<file path="src/rtl/fb_pkg.sv">
// rtl/fb_pkg.sv - shared widths, default frame size and sequencer states
package fb_pkg;
   localparam int FB_ADDR_W = 19;
   localparam int X_W       = 10;
   localparam int Y_W       = 9;
   localparam int H_RES_DEF = 640;
   localparam int V_RES_DEF = 480;

   typedef enum logic [1:0] {IDLE, ISSUE, DRAIN, DONE} fb_state_t;
endpackage

</file>
<file path="src/rtl/fb_pixel_writer_if.sv">
// rtl/fb_pixel_writer_if.sv - coordinate, pixel-result and frame-buffer write signals
interface fb_pixel_writer_if #(parameter int PIX_W = 8);
   import fb_pkg::*;

   logic [X_W-1:0]       coord_x;
   logic [Y_W-1:0]       coord_y;
   logic                 coord_valid;
   logic                 coord_ready;
   logic [PIX_W-1:0]     pix_data;
   logic                 pix_valid;
   logic                 pix_ready;
   logic                 fb_we;
   logic [FB_ADDR_W-1:0] fb_addr;
   logic [PIX_W-1:0]     fb_data;

   modport master (
      output coord_x, coord_y, coord_valid,
      input  coord_ready,
      input  pix_data, pix_valid,
      output pix_ready,
      output fb_we, fb_addr, fb_data
   );

   modport slave (
      input  coord_x, coord_y, coord_valid,
      output coord_ready,
      output pix_data, pix_valid,
      input  pix_ready,
      input  fb_we, fb_addr, fb_data
   );
endinterface

</file>
<file path="src/rtl/raster_coord_counter.sv">
// rtl/raster_coord_counter.sv - raster-order x/y counter with wrap and last-pixel flag
module raster_coord_counter
   import fb_pkg::*;
#(
   parameter int H_RES = H_RES_DEF,
   parameter int V_RES = V_RES_DEF
) (
   input  logic           clk,
   input  logic           reset,
   input  logic           clear,
   input  logic           en,
   output logic [X_W-1:0] x,
   output logic [Y_W-1:0] y,
   output logic           last
);
   logic x_end;
   logic y_end;

   assign x_end = (x == X_W'(H_RES - 1));
   assign y_end = (y == Y_W'(V_RES - 1));
   assign last  = x_end && y_end;

   always_ff @(posedge clk) begin
      if (reset || clear) begin
         x <= '0;
         y <= '0;
      end else if (en) begin
         if (x_end) begin
            x <= '0;
            y <= y_end ? '0 : y + 1'b1;
         end else begin
            x <= x + 1'b1;
         end
      end
   end
endmodule

</file>
<file path="src/rtl/fb_pixel_writer.sv">
// rtl/fb_pixel_writer.sv - raster sweep issuer and in-order frame-buffer writer
module fb_pixel_writer
   import fb_pkg::*;
#(
   parameter int H_RES   = H_RES_DEF,
   parameter int V_RES   = V_RES_DEF,
   parameter int PIX_W   = 8,
   parameter int MAX_OUT = 16
) (
   input  logic               Clk,
   input  logic               Reset,
   input  logic               start,
   fb_pixel_writer_if.master  bus,
   output logic               busy,
   output logic               done
);
   localparam int OUT_W = $clog2(MAX_OUT) + 1;
   localparam logic [FB_ADDR_W-1:0] PIX_TOTAL = FB_ADDR_W'(H_RES * V_RES);

   fb_state_t            state, state_nxt;
   logic [OUT_W-1:0]     outstanding;
   logic [FB_ADDR_W-1:0] wr_cnt;
   logic                 coord_valid, pix_ready, coord_hs, pix_hs, coord_last, clear;
   logic                 fb_we_q;
   logic [FB_ADDR_W-1:0] fb_addr_q;
   logic [PIX_W-1:0]     fb_data_q;
   logic [X_W-1:0]       cx;
   logic [Y_W-1:0]       cy;

   raster_coord_counter #(.H_RES(H_RES), .V_RES(V_RES)) u_coord (
      .clk   (Clk),
      .reset (Reset),
      .clear (clear),
      .en    (coord_hs),
      .x     (cx),
      .y     (cy),
      .last  (coord_last)
   );

   always_ff @(posedge Clk) begin
      if (Reset) state <= IDLE;
      else       state <= state_nxt;
   end

   always_comb begin
      state_nxt   = state;
      coord_valid = 1'b0;
      pix_ready   = 1'b0;
      busy        = 1'b1;
      done        = 1'b0;
      clear       = 1'b0;
      case (state)
         IDLE: begin
            busy = 1'b0;
            if (start) begin
               clear     = 1'b1;
               state_nxt = ISSUE;
            end
         end
         ISSUE: begin
            coord_valid = (outstanding < OUT_W'(MAX_OUT));
            pix_ready   = (outstanding != '0);
            if (coord_valid && bus.coord_ready && coord_last) state_nxt = DRAIN;
         end
         DRAIN: begin
            pix_ready = (outstanding != '0);
            // wr_cnt reaches the total the cycle the final write is on the bus
            if (wr_cnt == PIX_TOTAL) state_nxt = DONE;
         end
         DONE: begin
            done      = 1'b1;
            state_nxt = IDLE;
         end
         default: state_nxt = IDLE;
      endcase
   end

   assign coord_hs = coord_valid && bus.coord_ready;
   assign pix_hs   = pix_ready && bus.pix_valid;

   always_ff @(posedge Clk) begin
      if (Reset || clear) begin
         outstanding <= '0;
      end else begin
         case ({coord_hs, pix_hs})
            2'b10:   outstanding <= outstanding + 1'b1;
            2'b01:   outstanding <= outstanding - 1'b1;
            default: outstanding <= outstanding;
         endcase
      end
   end

   always_ff @(posedge Clk) begin
      if (Reset) begin
         fb_we_q   <= 1'b0;
         fb_addr_q <= '0;
         fb_data_q <= '0;
         wr_cnt    <= '0;
      end else begin
         fb_we_q <= pix_hs;
         if (pix_hs) begin
            fb_addr_q <= wr_cnt;
            fb_data_q <= bus.pix_data;
         end
         if (clear)       wr_cnt <= '0;
         else if (pix_hs) wr_cnt <= wr_cnt + 1'b1;
      end
   end

   assign bus.coord_x     = cx;
   assign bus.coord_y     = cy;
   assign bus.coord_valid = coord_valid;
   assign bus.pix_ready   = pix_ready;
   assign bus.fb_we       = fb_we_q;
   assign bus.fb_addr     = fb_addr_q;
   assign bus.fb_data     = fb_data_q;
endmodule
</file>
<file path="src/flat_wrapper.sv">
// flat-port wrapper written by rule: the top's interface ports become plain ports
module fb_pixel_writer_flat import fb_pkg::*;
#(
   parameter int H_RES   = H_RES_DEF,
   parameter int V_RES   = V_RES_DEF,
   parameter int PIX_W   = 8,
   parameter int MAX_OUT = 16
)
  (Clk, Reset, start, busy, done, bus_coord_x, bus_coord_y, bus_coord_valid, bus_coord_ready, bus_pix_data, bus_pix_valid, bus_pix_ready, bus_fb_we, bus_fb_addr, bus_fb_data);
  fb_pixel_writer_if #(.PIX_W(PIX_W)) bus_i ();
  input  logic Clk;
  input  logic Reset;
  input  logic start;
  output logic busy;
  output logic done;
  output wire logic [$bits(bus_i.coord_x)-1:0] bus_coord_x;
  output wire logic [$bits(bus_i.coord_y)-1:0] bus_coord_y;
  output wire logic [$bits(bus_i.coord_valid)-1:0] bus_coord_valid;
  input wire logic [$bits(bus_i.coord_ready)-1:0] bus_coord_ready;
  input wire logic [$bits(bus_i.pix_data)-1:0] bus_pix_data;
  input wire logic [$bits(bus_i.pix_valid)-1:0] bus_pix_valid;
  output wire logic [$bits(bus_i.pix_ready)-1:0] bus_pix_ready;
  output wire logic [$bits(bus_i.fb_we)-1:0] bus_fb_we;
  output wire logic [$bits(bus_i.fb_addr)-1:0] bus_fb_addr;
  output wire logic [$bits(bus_i.fb_data)-1:0] bus_fb_data;
  assign bus_coord_x = bus_i.coord_x;
  assign bus_coord_y = bus_i.coord_y;
  assign bus_coord_valid = bus_i.coord_valid;
  assign bus_i.coord_ready = bus_coord_ready;
  assign bus_i.pix_data = bus_pix_data;
  assign bus_i.pix_valid = bus_pix_valid;
  assign bus_pix_ready = bus_i.pix_ready;
  assign bus_fb_we = bus_i.fb_we;
  assign bus_fb_addr = bus_i.fb_addr;
  assign bus_fb_data = bus_i.fb_data;
  fb_pixel_writer #(.H_RES(H_RES), .V_RES(V_RES), .PIX_W(PIX_W), .MAX_OUT(MAX_OUT)) u_core (.Clk(Clk), .Reset(Reset), .start(start), .bus(bus_i), .busy(busy), .done(done));
endmodule
</file>
<file path="config.mk">
export PLATFORM = sky130hd
export DESIGN_NAME = fb_pixel_writer_flat
export DESIGN_NICKNAME = d
export VERILOG_FILES = /design/src/rtl/fb_pkg.sv /design/src/rtl/fb_pixel_writer_if.sv /design/src/rtl/raster_coord_counter.sv /design/src/rtl/fb_pixel_writer.sv /design/src/flat_wrapper.sv
export SDC_FILE = /design/constraint.sdc
export NUM_CORES = 1
export LEC_CHECK = 0
export CORE_MARGIN = 1.5
export CORE_UTILIZATION = 51
export CTS_CLUSTER_DIAMETER = 120
export CTS_CLUSTER_SIZE = 10
export DETAILED_ROUTE_END_ITERATION = 6
export MAX_ROUTING_LAYER = met4
export PLACE_DENSITY = 0.9
export SLEW_MARGIN = 20
export SYNTH_ARGS = -nofsm -noshare
export SYNTH_HDL_FRONTEND = slang
export SYNTH_SLANG_ARGS = --single-unit
</file>
<file path="constraint.sdc">
create_clock -name Clk -period 3.44 [get_ports Clk]
set_input_delay 0.516 -clock Clk [delete_from_list [all_inputs] [get_ports Clk]]
set_output_delay 0.516 -clock Clk [all_outputs]
set_load 0.01 [all_outputs]
</file>
==> flow_summary_export.csv <==
group,metric,value,unit
status,status,"completed",
synth,avgSynthCellArea,8.50,µm²
global_routing,antenna_found_initial,0,
timing,clock.fmax,336,MHz
pwr,irDropWorstVdd,0.263,mV
die,coreArea,6060,µm²
global_routing,grt_pass1_wl,12.3,mm
global_routing,grt_pass1_vias,2711,
clocking,cts_buffers,9,
drt,firstDrtPassIters,4,
layout,diodes,0,
timing,skew,0.0140,ns
timing,grt_setup_unrepaired,"false",
global_routing,globalRouteMet3Util,3.88,%
placed_design,placedInstanceArea,3930,µm²
synth,synthCells,384,
synth,yosys.area_share.adder,5.60,%
layout,layout_common_cells,"nand2_1 (76), dfxtp_1 (73), clkdlybuf4s50_1 (63)",
drt,avgRoutedWirePerCell,14.2,µm
clocking,postCtsSetupBuffers,0,
synth,synth-edff-count,0,
synth,synthMuxAreaShare,1.53,%
timing,period_needed,2.97,ns
layout,final_cells,526,
global_routing,groute.usage.overall,22.6,%
synth,synth_fp_nets,411,
clocking,cts_max_level,3,
global_routing,grt_max_degree,36,
synth,yosysSeqAreaShare,44.8,%
die,row_count,28,
global_routing,grtUsageMet1,26.5,%
pwr,powerDensity,451,nW/µm²
global_routing,overflow,0,
die,die_w,83.0,µm
drt,postRouteAntennaNets,0,
die,die_y,83.0,µm
synth,synth.distinct_cells,40,
job,cap_violations,0,
synth,synth_top_family_by_area,"simple AND/OR/NAND/NOR gates",
worst_hold_path,min_path_type,"flop to flop",
global_routing,grt-busiest-layer,"met2",
drt,drt-initial-drc-count,191,
layout,final_nets,473,
synth,async_flop_share,0,%
drt,drt_wl_total,7.44,mm
placed_design,placedCellCount,510,
setup_path,worstSetupPathType,"flop to flop",
clocking,clkLatencyLatePin,0.36,ns
clocking,root_buffer,"clkbuf_8",
placed_design,place_hpwl,5.05,mm
pwr,p_leak,1.45,nW
layout,final_common_cell,"nand2_1",
setup_path,crit_required,3.71,ns
global_routing,grt_use_met2,37.5,%
placed_design,port-buffer-count,63,
drt,drc,0,
setup_path,path_max_fanout,6,
timing,fin_hold_ws,0.460,ns
timing,slew_headroom,65.5,%
placed_design,gp_congestion,0.817,
die,initial_core_util,53.9,%
synth,syn_area,3260,µm²
die,die-area,6890,µm²
clocking,cts_resized,0,
drt,num_vias,2872,
synth,synth-simple-area-share,24.5,%
setup_path,worstPathArrival,3.25,ns
timing,finalHoldViolCount,0,
timing,period_share,86.4,%
layout,final_util,68.1,%
layout,syn2layout_area_growth,26.5,%
timing,setup_viol,0,
clocking,cts_tree,"yes",
clocking,cts_hold_buffers,0,
timing,finalMaxSlewViolations,0,
setup_path,cp-end-kind,"flop",
synth,synth_xor_area_share,8.85,%
clocking,clkTransAtPathRegs,0.07,ns
synth,synth_seq_cells,73,
clocking,clock-sinks,73,
die,io_pins,64,
synth,yosys_warnings,0,
synth,synthFlopType,"dfxtp_1",
layout,fin_area,4130,µm²
synth,synth_compound_area_share,10.1,%
layout,drive_above_1_share,5.76,%
clocking,cts_buffer_depth,2,
timing,worst_pin_slew,0.517,ns
setup_path,cp-start-kind,"flop",
timing,tns,0,ns
drt,via_per_inst,5.46,
layout,nFillCells,476,
-- kinds of logic after synthesis --
| logic type | after synthesis |
|---|---|
| simple gates | 173 |
| flops | 73 |
| compound gates | 56 |
| xor+xnor | 33 |
| buf+inv | 30 |
| fa+ha+maj | 14 |
| mux | 5 |
-- critical path, stage by stage (launching register included) --
cell and delay [ns]:
dfxtp_1 0.36, or4_4 0.59, o211ai_4 0.22, inv_4 0.05, ha_1 0.29, fa_1 0.44
a21o_1 0.19, a21oi_1 0.20, xor2_1 0.12, or3_1 0.32, a21oi_1 0.14
-- metrics by stage --
stage / setup WS [ns] / power [mW]
final: 0.468 / 1.86
after global routing: 0.299 / 1.93
after CTS: 0.470 / 1.87
after detailed placement: 0.432 / 1.20
after global placement: 0.556 / 1.19
after floorplan: 0.422 / 1.10
-- flip-flops by register name, summed over array words and instances (netlist names) --
register and flops:
u_core.bus.fb_addr 19, u_core.bus.fb_data 8, u_core.bus.fb_we 1, u_core.outstanding 5, u_core.state 2, u_core.u_coord.x 10, u_core.u_coord.y 9, u_core.wr_cnt 19
-- power by group --
part	switching [mW]	internal (mW)
sequential	0.0227	0.862
clock	0.333	0.341
combinational	0.173	0.128
-- Yosys cell counts, drive strengths merged (2+ instances only) --
master  number  area share, %
nand2       76            8.7
dfxtp       73             45
a21oi       40            6.1
nor2        39            4.5
xnor2       17            4.6
xor2        16            4.3
ha          13            5.0
inv         13            1.6
nand4       11            2.1
nor3        10            1.5
buf          9            2.1
clkbuf       8           0.92
nand3        7            1.1
o21ai        6           0.92
and3         5           0.96
mux2i        5            1.5
nor4         5           0.96
or3          5           0.96
nand2b       4           0.77
a21o         3           0.69
or4          3           0.92
and4         2           0.54
nor3b        2           0.46
-- worst paths after layout --
check	startpoint	to	slack, ns	cells after the start
min reg2reg	u_core.bus.fb_addr[14]$_SDFFE_PP0P_	u_core.bus.fb_addr[14]$_SDFFE_PP0P_	0.46	2
max	u_core.outstanding[4]$_SDFFE_PP0P_	u_core.outstanding[4]$_SDFFE_PP0P_	0.47	10
max reg2reg	u_core.outstanding[4]$_SDFFE_PP0P_	u_core.outstanding[4]$_SDFFE_PP0P_	0.47	10
min	u_core.bus.fb_addr[14]$_SDFFE_PP0P_	u_core.bus.fb_addr[14]$_SDFFE_PP0P_	0.46	2
-- routing by layer --
metal / vias to the layer above / wire (µm)
li1: 1419 / -
met1: 1379 / 3300
met2: 60 / 3710
met3: 14 / 271
met4: 0 / 157
met5: - / 0
-- layout make-up --
cell class	count	area [µm²]	area share (%)
Clock buffer	9	124	3.00
Clock inverter	7	77.6	1.88
Inverter	13	51.3	1.24
Multi-Input combinational cell	281	1650	40.0
Sequential cell	73	1460	35.4
Tap cell	75	93.8	2.27
Timing Repair Buffer	68	668	16.2
(Power assumes the default switching activity.)
